[config.mk]
export PLATFORM = sky130hd
export DESIGN_NAME = alu_issue_ctrl_flat
export DESIGN_NICKNAME = d
export VERILOG_FILES = /design/src/rtl/alu_issue_if.sv /design/src/rtl/alu_issue_ctrl.sv /design/src/flat_wrapper.sv
export SDC_FILE = /design/constraint.sdc
export NUM_CORES = 1
export LEC_CHECK = 0
export CORE_MARGIN = 2
export CORE_UTILIZATION = 45
export DETAILED_ROUTE_END_ITERATION = 8
export MAX_ROUTING_LAYER = met4
export PLACE_DENSITY = 0.79
export SLEW_MARGIN = 0
export SYNTH_ARGS = -nofsm -noshare
export SYNTH_HDL_FRONTEND = slang
export SYNTH_SLANG_ARGS = --single-unit
[constraint.sdc]
create_clock -name clk -period 1.8 [get_ports clk]
set_clock_uncertainty 0.05 [all_clocks]
set_input_delay 0.36 -clock clk [delete_from_list [all_inputs] [get_ports clk]]
set_output_delay 0.36 -clock clk [all_outputs]
set_load 0.1 [all_outputs]
[src/rtl/alu_issue_if.sv]
// Issue/writeback bundle between the instruction source, the combinational
// ALU and alu_issue_ctrl. The controller uses the slave modport. The master
// side is the source and ALU environment: it offers instructions and loads,
// and it returns the ALU result.
interface alu_issue_if #(
  parameter int DATA_W = 8,
  parameter int ADDR_W = 2
);
  logic              instr_valid;
  logic              instr_ready;
  logic [3:0]        instr_op;
  logic [ADDR_W-1:0] instr_rd;
  logic [ADDR_W-1:0] instr_rs1;
  logic [ADDR_W-1:0] instr_rs2;
  logic              load_en;
  logic [ADDR_W-1:0] load_addr;
  logic [DATA_W-1:0] load_data;
  logic [DATA_W-1:0] alu_a;
  logic [DATA_W-1:0] alu_b;
  logic [3:0]        alu_sel;
  logic [DATA_W-1:0] alu_out;
  logic              alu_carry;
  logic              wb_valid;
  logic [DATA_W-1:0] wb_data;
  logic              wb_carry;
  logic              div_zero;
  logic [ADDR_W-1:0] dbg_addr;
  logic [DATA_W-1:0] dbg_data;

  modport slave (
    input  instr_valid, instr_op, instr_rd, instr_rs1, instr_rs2,
    input  load_en, load_addr, load_data, alu_out, alu_carry, dbg_addr,
    output instr_ready, alu_a, alu_b, alu_sel, wb_valid, wb_data, wb_carry,
    output div_zero, dbg_data
  );

  modport master (
    output instr_valid, instr_op, instr_rd, instr_rs1, instr_rs2,
    output load_en, load_addr, load_data, alu_out, alu_carry, dbg_addr,
    input  instr_ready, alu_a, alu_b, alu_sel, wb_valid, wb_data, wb_carry,
    input  div_zero, dbg_data
  );
endinterface

[src/rtl/alu_issue_ctrl.sv]
// Issue/writeback sequencer for the 8-bit combinational ALU.
// This block owns a small register file and accepts one instruction every
// three cycles. It registers the operands and select code into the ALU, then
// writes the ALU result back to the destination register.
// Optional feature: define ALU_DIVZERO_GUARD_EN to replace a divide by zero
// with an all-ones result and to raise div_zero.
//
// state  | meaning
// S_IDLE | ready for an instruction; direct loads are honoured here
// S_EXEC | operands are stable at the ALU; the result commits at the edge
// S_WB   | wb_valid pulse for one cycle
module alu_issue_ctrl #(
  parameter int                DATA_W   = 8,
  parameter int                ADDR_W   = 2,
  parameter logic [DATA_W-1:0] REG_INIT = '0
) (
  input  logic      clk,
  input  logic      reset,
  alu_issue_if.slave bus
);
  localparam int NUM_REGS = 2 ** ADDR_W;

  typedef enum logic [1:0] {S_IDLE, S_EXEC, S_WB} state_t;

  state_t            state_q, state_d;
  logic [DATA_W-1:0] regs [NUM_REGS];
  logic [ADDR_W-1:0] rd_q;
  logic [DATA_W-1:0] alu_a_q, alu_b_q, wb_data_q;
  logic [3:0]        alu_sel_q;
  logic              wb_carry_q;
  logic              accept, commit, guard_hit;
  logic [DATA_W-1:0] wr_data;
  logic              wr_carry;

  // Next-state logic and the one-cycle accept/commit strobes
  always_comb begin
    state_d = state_q;
    accept  = 1'b0;
    commit  = 1'b0;
    case (state_q)
      S_IDLE: if (bus.instr_valid) begin
        accept  = 1'b1;
        state_d = S_EXEC;
      end
      S_EXEC: begin
        commit  = 1'b1;
        state_d = S_WB;
      end
      S_WB:    state_d = S_IDLE;
      default: state_d = S_IDLE;
    endcase
  end

  // State register; reset drops any in-flight instruction
  always_ff @(posedge clk) begin
    if (reset) state_q <= S_IDLE;
    else       state_q <= state_d;
  end

`ifdef ALU_DIVZERO_GUARD_EN
  localparam logic [3:0] OP_DIV = 4'b0011;
  logic div_zero_q;

  assign guard_hit = (alu_sel_q == OP_DIV) && (alu_b_q == '0);

  // The divide-by-zero flag follows each writeback
  always_ff @(posedge clk) begin
    if (reset)       div_zero_q <= 1'b0;
    else if (commit) div_zero_q <= guard_hit;
  end

  assign bus.div_zero = div_zero_q;
`else
  assign guard_hit    = 1'b0;
  assign bus.div_zero = 1'b0;
`endif

  assign wr_data  = guard_hit ? '1 : bus.alu_out;
  assign wr_carry = guard_hit ? 1'b0 : bus.alu_carry;

  // Operand capture on accept; reads use register values from before a coincident load
  always_ff @(posedge clk) begin
    if (reset) begin
      alu_a_q   <= '0;
      alu_b_q   <= '0;
      alu_sel_q <= 4'b0000;
      rd_q      <= '0;
    end else if (accept) begin
      alu_a_q   <= regs[bus.instr_rs1];
      alu_b_q   <= regs[bus.instr_rs2];
      alu_sel_q <= bus.instr_op;
      rd_q      <= bus.instr_rd;
    end
  end

  // Register file: writeback in EXEC, direct load only in IDLE (the two never coincide)
  always_ff @(posedge clk) begin
    if (reset) begin
      for (int i = 0; i < NUM_REGS; i++) regs[i] <= REG_INIT;
    end else if (commit) begin
      regs[rd_q] <= wr_data;
    end else if (state_q == S_IDLE && bus.load_en) begin
      regs[bus.load_addr] <= bus.load_data;
    end
  end

  // Writeback data and carry, held until the next writeback
  always_ff @(posedge clk) begin
    if (reset) begin
      wb_data_q  <= '0;
      wb_carry_q <= 1'b0;
    end else if (commit) begin
      wb_data_q  <= wr_data;
      wb_carry_q <= wr_carry;
    end
  end

  assign bus.instr_ready = (state_q == S_IDLE);
  assign bus.wb_valid    = (state_q == S_WB);
  assign bus.alu_a       = alu_a_q;
  assign bus.alu_b       = alu_b_q;
  assign bus.alu_sel     = alu_sel_q;
  assign bus.wb_data     = wb_data_q;
  assign bus.wb_carry    = wb_carry_q;
  assign bus.dbg_data    = regs[bus.dbg_addr];
endmodule

[src/flat_wrapper.sv]
// flat-port wrapper written by rule: the top's interface ports become plain ports
module alu_issue_ctrl_flat 
#(
  parameter int                DATA_W   = 8,
  parameter int                ADDR_W   = 2,
  parameter logic [DATA_W-1:0] REG_INIT = '0
)
  (clk, reset, bus_instr_valid, bus_instr_op, bus_instr_rd, bus_instr_rs1, bus_instr_rs2, bus_load_en, bus_load_addr, bus_load_data, bus_alu_out, bus_alu_carry, bus_dbg_addr, bus_instr_ready, bus_alu_a, bus_alu_b, bus_alu_sel, bus_wb_valid, bus_wb_data, bus_wb_carry, bus_div_zero, bus_dbg_data);
  alu_issue_if #(.DATA_W(DATA_W), .ADDR_W(ADDR_W)) bus_i ();
  input  logic clk;
  input  logic reset;
  input wire logic [$bits(bus_i.instr_valid)-1:0] bus_instr_valid;
  input wire logic [$bits(bus_i.instr_op)-1:0] bus_instr_op;
  input wire logic [$bits(bus_i.instr_rd)-1:0] bus_instr_rd;
  input wire logic [$bits(bus_i.instr_rs1)-1:0] bus_instr_rs1;
  input wire logic [$bits(bus_i.instr_rs2)-1:0] bus_instr_rs2;
  input wire logic [$bits(bus_i.load_en)-1:0] bus_load_en;
  input wire logic [$bits(bus_i.load_addr)-1:0] bus_load_addr;
  input wire logic [$bits(bus_i.load_data)-1:0] bus_load_data;
  input wire logic [$bits(bus_i.alu_out)-1:0] bus_alu_out;
  input wire logic [$bits(bus_i.alu_carry)-1:0] bus_alu_carry;
  input wire logic [$bits(bus_i.dbg_addr)-1:0] bus_dbg_addr;
  output wire logic [$bits(bus_i.instr_ready)-1:0] bus_instr_ready;
  output wire logic [$bits(bus_i.alu_a)-1:0] bus_alu_a;
  output wire logic [$bits(bus_i.alu_b)-1:0] bus_alu_b;
  output wire logic [$bits(bus_i.alu_sel)-1:0] bus_alu_sel;
  output wire logic [$bits(bus_i.wb_valid)-1:0] bus_wb_valid;
  output wire logic [$bits(bus_i.wb_data)-1:0] bus_wb_data;
  output wire logic [$bits(bus_i.wb_carry)-1:0] bus_wb_carry;
  output wire logic [$bits(bus_i.div_zero)-1:0] bus_div_zero;
  output wire logic [$bits(bus_i.dbg_data)-1:0] bus_dbg_data;
  assign bus_i.instr_valid = bus_instr_valid;
  assign bus_i.instr_op = bus_instr_op;
  assign bus_i.instr_rd = bus_instr_rd;
  assign bus_i.instr_rs1 = bus_instr_rs1;
  assign bus_i.instr_rs2 = bus_instr_rs2;
  assign bus_i.load_en = bus_load_en;
  assign bus_i.load_addr = bus_load_addr;
  assign bus_i.load_data = bus_load_data;
  assign bus_i.alu_out = bus_alu_out;
  assign bus_i.alu_carry = bus_alu_carry;
  assign bus_i.dbg_addr = bus_dbg_addr;
  assign bus_instr_ready = bus_i.instr_ready;
  assign bus_alu_a = bus_i.alu_a;
  assign bus_alu_b = bus_i.alu_b;
  assign bus_alu_sel = bus_i.alu_sel;
  assign bus_wb_valid = bus_i.wb_valid;
  assign bus_wb_data = bus_i.wb_data;
  assign bus_wb_carry = bus_i.wb_carry;
  assign bus_div_zero = bus_i.div_zero;
  assign bus_dbg_data = bus_i.dbg_data;
  alu_issue_ctrl #(.DATA_W(DATA_W), .ADDR_W(ADDR_W), .REG_INIT(REG_INIT)) u_core (.clk(clk), .reset(reset), .bus(bus_i));
endmodule
==> results.txt, run 1 <==
share of the synthesized area in the top cell type: 30.40%
Setup CP Type: register to primary output
Max Cap Violations: 0
share of cells above drive strength 1: 33.08%
RSZ-0062 raised after global routing: true
commonest cells in the netlist: 70 x nand2_1, 33 x dfxtp_1, 32 x edfxtp_1, 31 x a21oi_1
CTS tree: built
Slowest-stage cell, CP: mux4_2
cell area power density: 854.5 nW/um^2
syn_nets: 323
CP bufs+invs: 1
via/cell ratio: 5.368
CTS H-tree lvls: 3
DRC Markers: 0
first-pass GRT wire length: 13.58 mm
CP cell instances: mux4_2, buf_12
via count: 2,625
Leak: 1.873 nW
clock slew at reported path FFs: 0.07 ns
critical path's top delay family: multiplexers
Ys Warns: 0
final hold violations: 0
root buffer cell: clkbuf_8
die width: 87.81 um
register area: 1623 um^2
Initial DRC Count: 183
violated checks: negative setup slack
sequential share of the synthesized area: 51.31%
Synth Cell Area: 3161 um^2
Async SR Flop Fraction: 0%
Peak VDD IR: 0.5307 mV
routed wire length: 8.602 mm
Synth Flop Type: dfxtp_1
Cells after Synth: 288
WL met2: 4.576 mm
Setup TNS: -0.7506 ns
Top Ports: 75
fmax: 522.2 MHz
Starting Density: 46.52%
placement row count: 30
Post-DP HPWL: 6.257 mm
total CTS buffers: 9
IO Port Bufs: 73
critical hold path startpoint: u_core.rd_q[1]$_SDFFE_PP0P_
# clock sinks: 65
Power Total: 4.193 mW
# setup viols final: 8
GRT Overall Usage: 24.55%
EDFF count, synth: 32
initial antenna violation count: 0
number of global-route vias before repair: 2,612
diodes inserted: 0
Critical Path Sink Type: primary output
GP Congestion: 0.8627
Nets: 423
Slew Viols, Final: 0
WP data required: 1.39 ns
Yosys reg bits: 65
met3 WL: 395 um
placed insts: 454
highest routed layer: met4
worst r2r src: u_core.state_q[1]$_SDFFE_PP0P_
Non-Filler Instances: 489
worst skew pair latency: 0.34 ns
WL met1: 3.452 mm
ranking of synthesized cells by area: edfxtp_1 30%, dfxtp_1 21%, mux4_2 17%
First-pass DRT Iterations: 5
status: finished, violations left
Post-Syn Area per Cell: 10.97 um^2
core area: 6794 um^2
WP data arrival: 1.50 ns
Yosys top cell by area: edfxtp_1
Die Y: 87.81 um
final worst-path cycle share: 106.4%
WL per Instance: 17.59 um
HP Class: register to register
remaining antenna violation count after routing: 0
fill count: 416
crit-path max cell delay: 0.53 ns
final setup margin: -0.1149 ns
largest net degree at the start of global routing: 27
Multi-input gate area: 1431 um^2
cell with the most instances after synthesis: nand2_1
crit path time final: 1.915 ns
clock tree buffer depth: 2
die area: 7710 um^2
post-synth cell types: 27
total gr overflow: 0
Area growth, synth to finish: 55.27%
Worst Setup Start Kind: register
CP Max Fanout: 3
Worst setup startpoint: u_core.regs[2][6]$_SDFFCE_PN0P_
-- power breakdown --
group | leakage [nW] | switching [mW] | internal, mW | total (mW)
clock network | 0.0918 | 0.541 | 0.632 | 1.17
logic | 1.18 | 0.745 | 0.537 | 1.28
registers | 0.603 | 0.0873 | 1.65 | 1.74
total | 1.87 | 1.37 | 2.82 | 4.19
-- placed cells by master, fill, tap and decap left out, types with 2 or more instances in the layout --
cell	n
nor2b_1	3
buf_12	46
buf_4	35
clkbuf_1	3
nor2_4	2
dfxtp_1	32
o21ai_2	2
nor3_1	24
inv_1	8
clkbuf_8	9
edfxtp_1	32
nand3b_1	8
mux4_2	24
clkdlybuf4s50_1	32
a21o_1	8
nor2_1	3
nor3b_2	2
a21oi_1	31
o21bai_4	2
clkinv_2	2
nand2_1	70
-- tightest hold or removal path: stages (launching register included) --
cell	delay (ns)
dfxtp_1	0.32
nand2_1	0.05
a21oi_1	0.06
-- layout make-up --
| cell class | instances | area share, % |
|---|---|---|
| clock buffer | 12 | 2.754 |
| inverter | 8 | 0.6119 |
| clock inverter | 4 | 0.8924 |
| sequential | 65 | 33.07 |
| multi-input combinational | 189 | 29.17 |
| timing repair buffer | 115 | 31.06 |
| tap | 96 | 2.448 |
-- metal layers --
| metal | vias to the layer above | global-route usage [%] |
|---|---|---|
| li1 | 1230 | - |
| met1 | 1280 | 30.48 |
| met2 | 100 | 40.15 |
| met3 | 15 | 4.053 |
| met4 | 0 | 9.930 |
| met5 | - | - |
-- state kept, by name, summed over array words and instances (netlist names) --
signal               cells
u_core.regs             32
u_core.rd_q              2
u_core.state_q           2
u_core.bus.alu_a         8
u_core.bus.wb_data       8
u_core.bus.alu_sel       4
u_core.bus.alu_b         8
u_core.bus.wb_carry      1
-- path summary, 6_finish.rpt --
check | slack [ns] | endpoint | depth (start not counted)
worst min-delay path | 0.43 | u_core.rd_q[1]$_SDFFE_PP0P_ | 2
worst min register to register | 0.43 | u_core.rd_q[1]$_SDFFE_PP0P_ | 2
worst max-delay path | -0.11 | bus_dbg_data[6] | 2
worst max register to register | 0.10 | u_core.regs[1][4]$_SDFFCE_PN0P_ | 5
-- kinds of logic (layout without fill, tap and decap cells) --
group                  Yosys count  count (layout)  synth area share [%]
AOI/OAI and AO/OA               46              46                 9.145
buffers and inverters           34             139                 5.107
DFF                             65              65                 51.31
muxes                           24              24                 17.10
other                            1               1                0.1187
and+or+nand+nor                118             118                 17.22
-- through the flow --
stage | util [%] | hold WS (ns) | instance area [um^2] | setup slack (ns)
finish | 72.23 | 0.4279 | 4907 | -0.1149
floorplan | - | 0.3867 | 3211 | -0.02919
detailed placement | 67.29 | 0.4147 | 4572 | -0.4069
global route | 72.23 | 0.4447 | 4907 | -0.1489
CTS | 70.83 | 0.4226 | 4812 | -0.1241
global placement | 67.29 | 0.3993 | 4572 | -0.3678
-- timing repair --
| item | CTS | global route |
|---|---|---|
| endpoints found under the setup margin | 9 | 34 |
| setup buffers | 8 | 11 |
| resized for setup | 5 | 2 |
| hold buffers | 0 | 0 |
No activity file was read; power rests on OpenSTA's default activity.
==> run 2, diff against run 1 <==
Settings changed: CORE_ASPECT_RATIO set to 1.25, CORE_UTILIZATION 45 to 50, PLACE_DENSITY 0.79 to 0.83.
Clock period 1.8 ns to 1.96 ns, I/O delays scaled along.
==> results.txt, run 2 (synthesis gave the netlist of run 1 again) <==
clock slew at reported path FFs: 0.07 ns (about the same)
Top Ports: 75 (unchanged)
largest net degree at the start of global routing: 24 (was 27)
max reg flops: 32 (unchanged)
critical hold path startpoint: u_core.bus.wb_data[3]$_SDFFE_PP0N_ (was u_core.rd_q[1]$_SDFFE_PP0P_)
RSZ-0062 raised after global routing: true (unchanged)
GP Congestion: 0.7870 (was 0.8627)
dpl ws: -0.3176 ns (was -0.4069 ns)
die area: 6977 um^2 (was 7710 um^2)
switching share of total power: 33.06% (was 32.76%)
largest register by flop count: u_core.regs (unchanged)
first-pass GRT wire length: 12.34 mm (was 13.58 mm)
Critical Path Sink Type: primary output (unchanged)
Area growth, synth to finish: 38.76% (was 55.27%)
First-pass DRT Iterations: 4 (was 5)
hold path depth: 2 (unchanged)
via/cell ratio: 5.505 (was 5.368)
Nets: 406 (was 423)
final setup margin: 0.01358 ns (was -0.1149 ns)
final hold violations: 0 (unchanged)
via count: 2,538 (was 2,625)
portion of total power attributed to combinational logic: 28.2% (was 30.6%)
WP data required: 1.52 ns (was 1.39 ns)
Peak VDD IR: 0.4060 mV (was 0.5307 mV)
CP Max Fanout: 2 (was 3)
Leak: 1.695 nW (was 1.873 nW)
die width: 75.11 um (was 87.81 um)
remaining antenna violation count after routing: 0 (unchanged)
worst r2r src: u_core.state_q[0]$_SDFFE_PP0P_ (was u_core.state_q[1]$_SDFFE_PP0P_)
status: finished clean (was finished, violations left)
Clk pwr share: 28.9% (was 28.0%)
cell area power density: 838.9 nW/um^2 (was 854.5 nW/um^2)
Setup CP Type: register to primary output (unchanged)
# setup viols final: 0 (was 8)
initial antenna violation count: 0 (unchanged)
total gr overflow: 0 (unchanged)
final worst-path cycle share: 99.31%
root buffer cell: clkbuf_8 (unchanged)
WL per Instance: 16.37 um (was 17.59 um)
WP data arrival: 1.50 ns (about the same)
Starting Density: 51.59% (was 46.52%)
Slowest-stage cell, CP: mux4_2 (unchanged)
Initial DRC Count: 123 (was 183)
CP bufs+invs: 1 (unchanged)
CTS tree: built (unchanged)
share of cells above drive strength 1: 29.52% (was 33.08%)
Reg2Reg Setup Slack: 0.14 ns (was 0.10 ns)
fill count: 438 (was 416)
DRC Markers: 0 (unchanged)
diodes inserted: 0 (unchanged)
crit path time final: 1.946 ns
GRT Overall Usage: 24.68% (was 24.55%)
Switch Pwr: 1.216 mW (was 1.374 mW)
Worst Setup Start Kind: register (unchanged)
CTS Hold Bufs: 0 (unchanged)
Die Y: 92.89 um (was 87.81 um)
core area: 6126 um^2 (was 6794 um^2)
# clock sinks: 65 (unchanged)
hold worst-path end: u_core.bus.wb_data[3]$_SDFFE_PP0N_ (was u_core.rd_q[1]$_SDFFE_PP0P_)
worst skew pair latency: 0.34 ns (about the same)
routed wire length: 7.546 mm (was 8.602 mm)
worst r2r dst: u_core.regs[3][7]$_DFFE_PP_ (was u_core.regs[1][4]$_SDFFCE_PN0P_)
commonest non-fill, non-tap cell in the layout: nand2_1 (unchanged)
number of global-route vias before repair: 2,547 (was 2,612)
internal power: 2.463 mW (was 2.820 mW)
IO Port Bufs: 73 (unchanged)
critical path's top delay family: multiplexers (unchanged)
HP Class: register to register (unchanged)
placement row count: 32 (was 30)
most frequent cells in the layout: 70 x nand2_1, 46 x buf_4, 33 x dfxtp_1 (was 70 x nand2_1, 46 x buf_12, 35 x buf_4)
total CTS buffers: 9 (unchanged)
sequential fraction of design power: 42.9% (was 41.4%)
CTS H-tree lvls: 3 (unchanged)
Max Cap Violations: 0 (unchanged)
CP cell instances: mux4_2, buf_12 (unchanged)
fmax: 513.8 MHz
hold slack: 0.4075 ns (was 0.4279 ns)
Slew Viols, Final: 0 (unchanged)
crit-path max cell delay: 0.54 ns (was 0.53 ns)
Post-DP HPWL: 5.501 mm (was 6.257 mm)
FF-to-FF path depth: 4 (was 5)
clock tree buffer depth: 2 (unchanged)
## run 2: cell types whose count changed in the layout (fill, tap and decap cells not counted), sizes merged
cell / previous run / this run
buf: 81 / 64
clkinv: 3 / 2
bufinv: 1 / 0
clkbuf: 12 / 14
## run 2: worst max path at each step
| stage | endpoint | depth (start not counted) | slack [ns] | start |
|---|---|---|---|---|
| final | bus_dbg_data[6] | 2 | 0.01 | u_core.regs[3][6]$_DFFE_PP_ |
| after global routing | bus_dbg_data[4] | 2 | -0.02 | u_core.regs[0][4]$_SDFFCE_PN0P_ |
| after CTS | bus_dbg_data[6] | 2 | 0.002 | u_core.regs[3][6]$_DFFE_PP_ |
| after detailed placement | u_core.regs[2][1]$_SDFFCE_PN0P_ | 4 | -0.32 | bus_load_en |
| after global placement | bus_dbg_data[7] | 4 | -0.27 | bus_dbg_addr[0] |
| after floorplan | u_core.regs[0][0]$_SDFFCE_PN0P_ | 5 | 0.02 | bus_load_en |
## run 2: through the flow
stage / setup TNS (ns) / cells / total power [mW] / utilization, % / instance area, um^2
finish: 0 / 461 / 3.679 / 71.59 / 4385
global route: -0.02802 / 461 / 3.804 / 71.59 / 4385
CTS: 0 / 457 / 3.687 / 71.04 / 4352
detailed placement: -11.91 / 441 / 2.636 / 68.04 / 4168
global placement: -7.073 / 441 / 2.605 / 68.04 / 4168
floorplan: 0 / 288 / 2.290 / - / 3177
## run 2: worst min-delay path, cell delays in order (launching register included)
cell,delay [ns]
dfxtp_1,0.31
nand2_1,0.05
a21oi_1,0.05
## run 2: area by class of cell
class	instances	area, um^2	area share (%)
repair buffers	98	1046	23.85
multi-input cells	189	1398	31.87
clock buffers	14	173.9	3.966
inverters	8	30.03	0.6847
clock inverters	2	10.01	0.2282
well taps	85	106.4	2.425
flip-flops and latches	65	1622	36.98
## run 2: power groups by stage
stage / combinational [mW] / clock (mW) / sequential, mW
CTS: 1.03 / 1.08 / 1.58
detailed placement: 1.03 / 0 / 1.61
finish: 1.04 / 1.06 / 1.58
floorplan: 0.464 / 0 / 1.83
global placement: 1.01 / 0 / 1.59
global route: 1.09 / 1.13 / 1.58
## run 2: what timing repair did
item / CTS / global route
resized for setup: 4 / 1
setup buffers: 0 / 4
endpoints found under the setup margin: 8 / 13
cloned: 0 / 0
## run 2: layer usage
layer	routed length, um	up-vias	track usage [%]
li1	-	1193	-
met1	2905	1225	29.11
met2	4073	105	39.40
met3	396	15	5.441
met4	170	0	12.05
met5	0	-	-
==> patch, RTL diff (settings of run 2) <==
Build with the macro `ALU_DIVZERO_GUARD_EN` defined.
--- a/src/rtl/alu_issue_ctrl.sv
+++ b/src/rtl/alu_issue_ctrl.sv
@@ -9,6 +9,8 @@
 // S_IDLE | ready for an instruction; direct loads are honoured here
 // S_EXEC | operands are stable at the ALU; the result commits at the edge
 // S_WB   | wb_valid pulse for one cycle
+`define ALU_DIVZERO_GUARD_EN
+
 module alu_issue_ctrl #(
   parameter int                DATA_W   = 8,
   parameter int                ADDR_W   = 2,
Formal check against the unedited RTL: not equivalent (Yosys sat finds a counterexample within 4 cycles, from zero or initial values and one cycle with reset high).
==> patch against run 2 <==
The flow now finishes with violations (negative setup slack); die area rose by 2.7%; setup slack worse by 0.018 ns; non-clock buffer count rose by 18; cell area increased by 9.0%; synthesized area rose by 2.9%; maximum frequency fell by 0.93%; sequential cell count rose by 1; combinational power is 9.6% higher; global-route usage rose by 1.6 points; via count rose by 5.7%; wire length rose by 17%; power up 7.8%; largest cell class unchanged; highest routed layer unchanged.
==> patch: results (changes against run 2) <==
Status
The run finished, with violations left. The checks that failed: negative setup slack.

GRT
The global-route total usage across every layer is 26.3% (+1.6 points). The global routing met1 resource utilization is 28.0% (-1.1 points). The global routing met2 resource utilization is 48.4% (+9.0 points).

The number of global-route vias before repair came to 2726 (+7.0%). The global-route wire length before repair is 13900 um (+13%).

Drt
The length of routed met3 wiring was 559 um (+41%). The routed metal-1 wire length is 3210 um (+10%). The total length of routed met2 wires was 4850 um (+19%).

Finish
The multi-input combinational cell count came to 173 (-8.5%). The layout cell share with drive strength beyond 1 is 39.2% (+9.7 points). The proportion of cell area occupied by registers is 34.4% (-2.6 points). The inverter count of the layout excluding clock inverters is 4 (-4).

Logic synthesis
The fraction of the mapped netlist area in compound gates is 14.7% (+5.6 points). The flip-flop and latch count after synthesis is 66 (+1.5%). The mux contribution to synthesized area is 19.1% (+2.0 points). The count of distinct cell types in the synthesized netlist is 31 (+15%). By area the synthesized netlist is led by sky130_fd_sc_hd__edfxtp_1 30%, sky130_fd_sc_hd__dfxtp_1 21%, sky130_fd_sc_hd__mux4_2 17%.

Placed design
The final weighted congestion of routability-driven global placement is 0.827 (+5.0%). The setup slack at placement is -0.356 ns (-0.0386 ns). The cell area reported after detailed placement was 4530 um2 (+8.7%). The count of input and output buffers came to 74 (+1.4%).

Power
The internal power summed over all cells is 2650 uW (+7.7%). The worst-case vdd ir drop is 0.509 mV (+25%). The relative contribution of sequential cells to total power is 41.0% (-1.9 points). The power dissipated in the clock network is 1200 uW (+13%). The switching share of total power is 33.1% (+0.050 points).

Timing
The summed negative setup slack over all endpoints is -0.00899 ns (-0.00899 ns). The worst setup slack after layout was -0.00461 ns (-0.0182 ns). The final setup violation count came to 2 (+2).

Worst setup path
The cell depth of the worst flop-to-flop path is 6 (+2). The maximum fanout count along the critical path is 3 (+1).

Floorplan
The die width is 76.1 um (+1.3%).
==> patch: cell types whose count changed after synthesis, sizes merged, moves of 9 or more <==
cell / run 2 / this run
o21ai: 2 / 11
a211oi: 0 / 16
nand2: 70 / 54
nor3: 24 / 0
==> patch: worst max-delay path, delay by kind of cell, from the launching register on <==
family	cells	cell delay (ns)
buffers and inverters	1	0.19
DFF	1	0.45
muxes	1	0.53
==> patch: path summary, 6_finish.rpt <==
check                 startpoint             endpoint  slack [ns]
max            u_core.regs[2][6]      bus_dbg_data[6]      -0.005
min          u_core.bus.alu_a[0]  u_core.bus.alu_a[0]        0.41
max reg2reg    u_core.state_q[1]    u_core.regs[1][7]        0.13
min reg2reg  u_core.bus.alu_a[0]  u_core.bus.alu_a[0]        0.41
==> patch: timing repair <==
action	4_1_cts	5_1_grt
pin swaps	1	0
hold endpoints to repair	0	0
gates resized for setup	5	2
buffers inserted	0	4
setup endpoints to repair	9	8
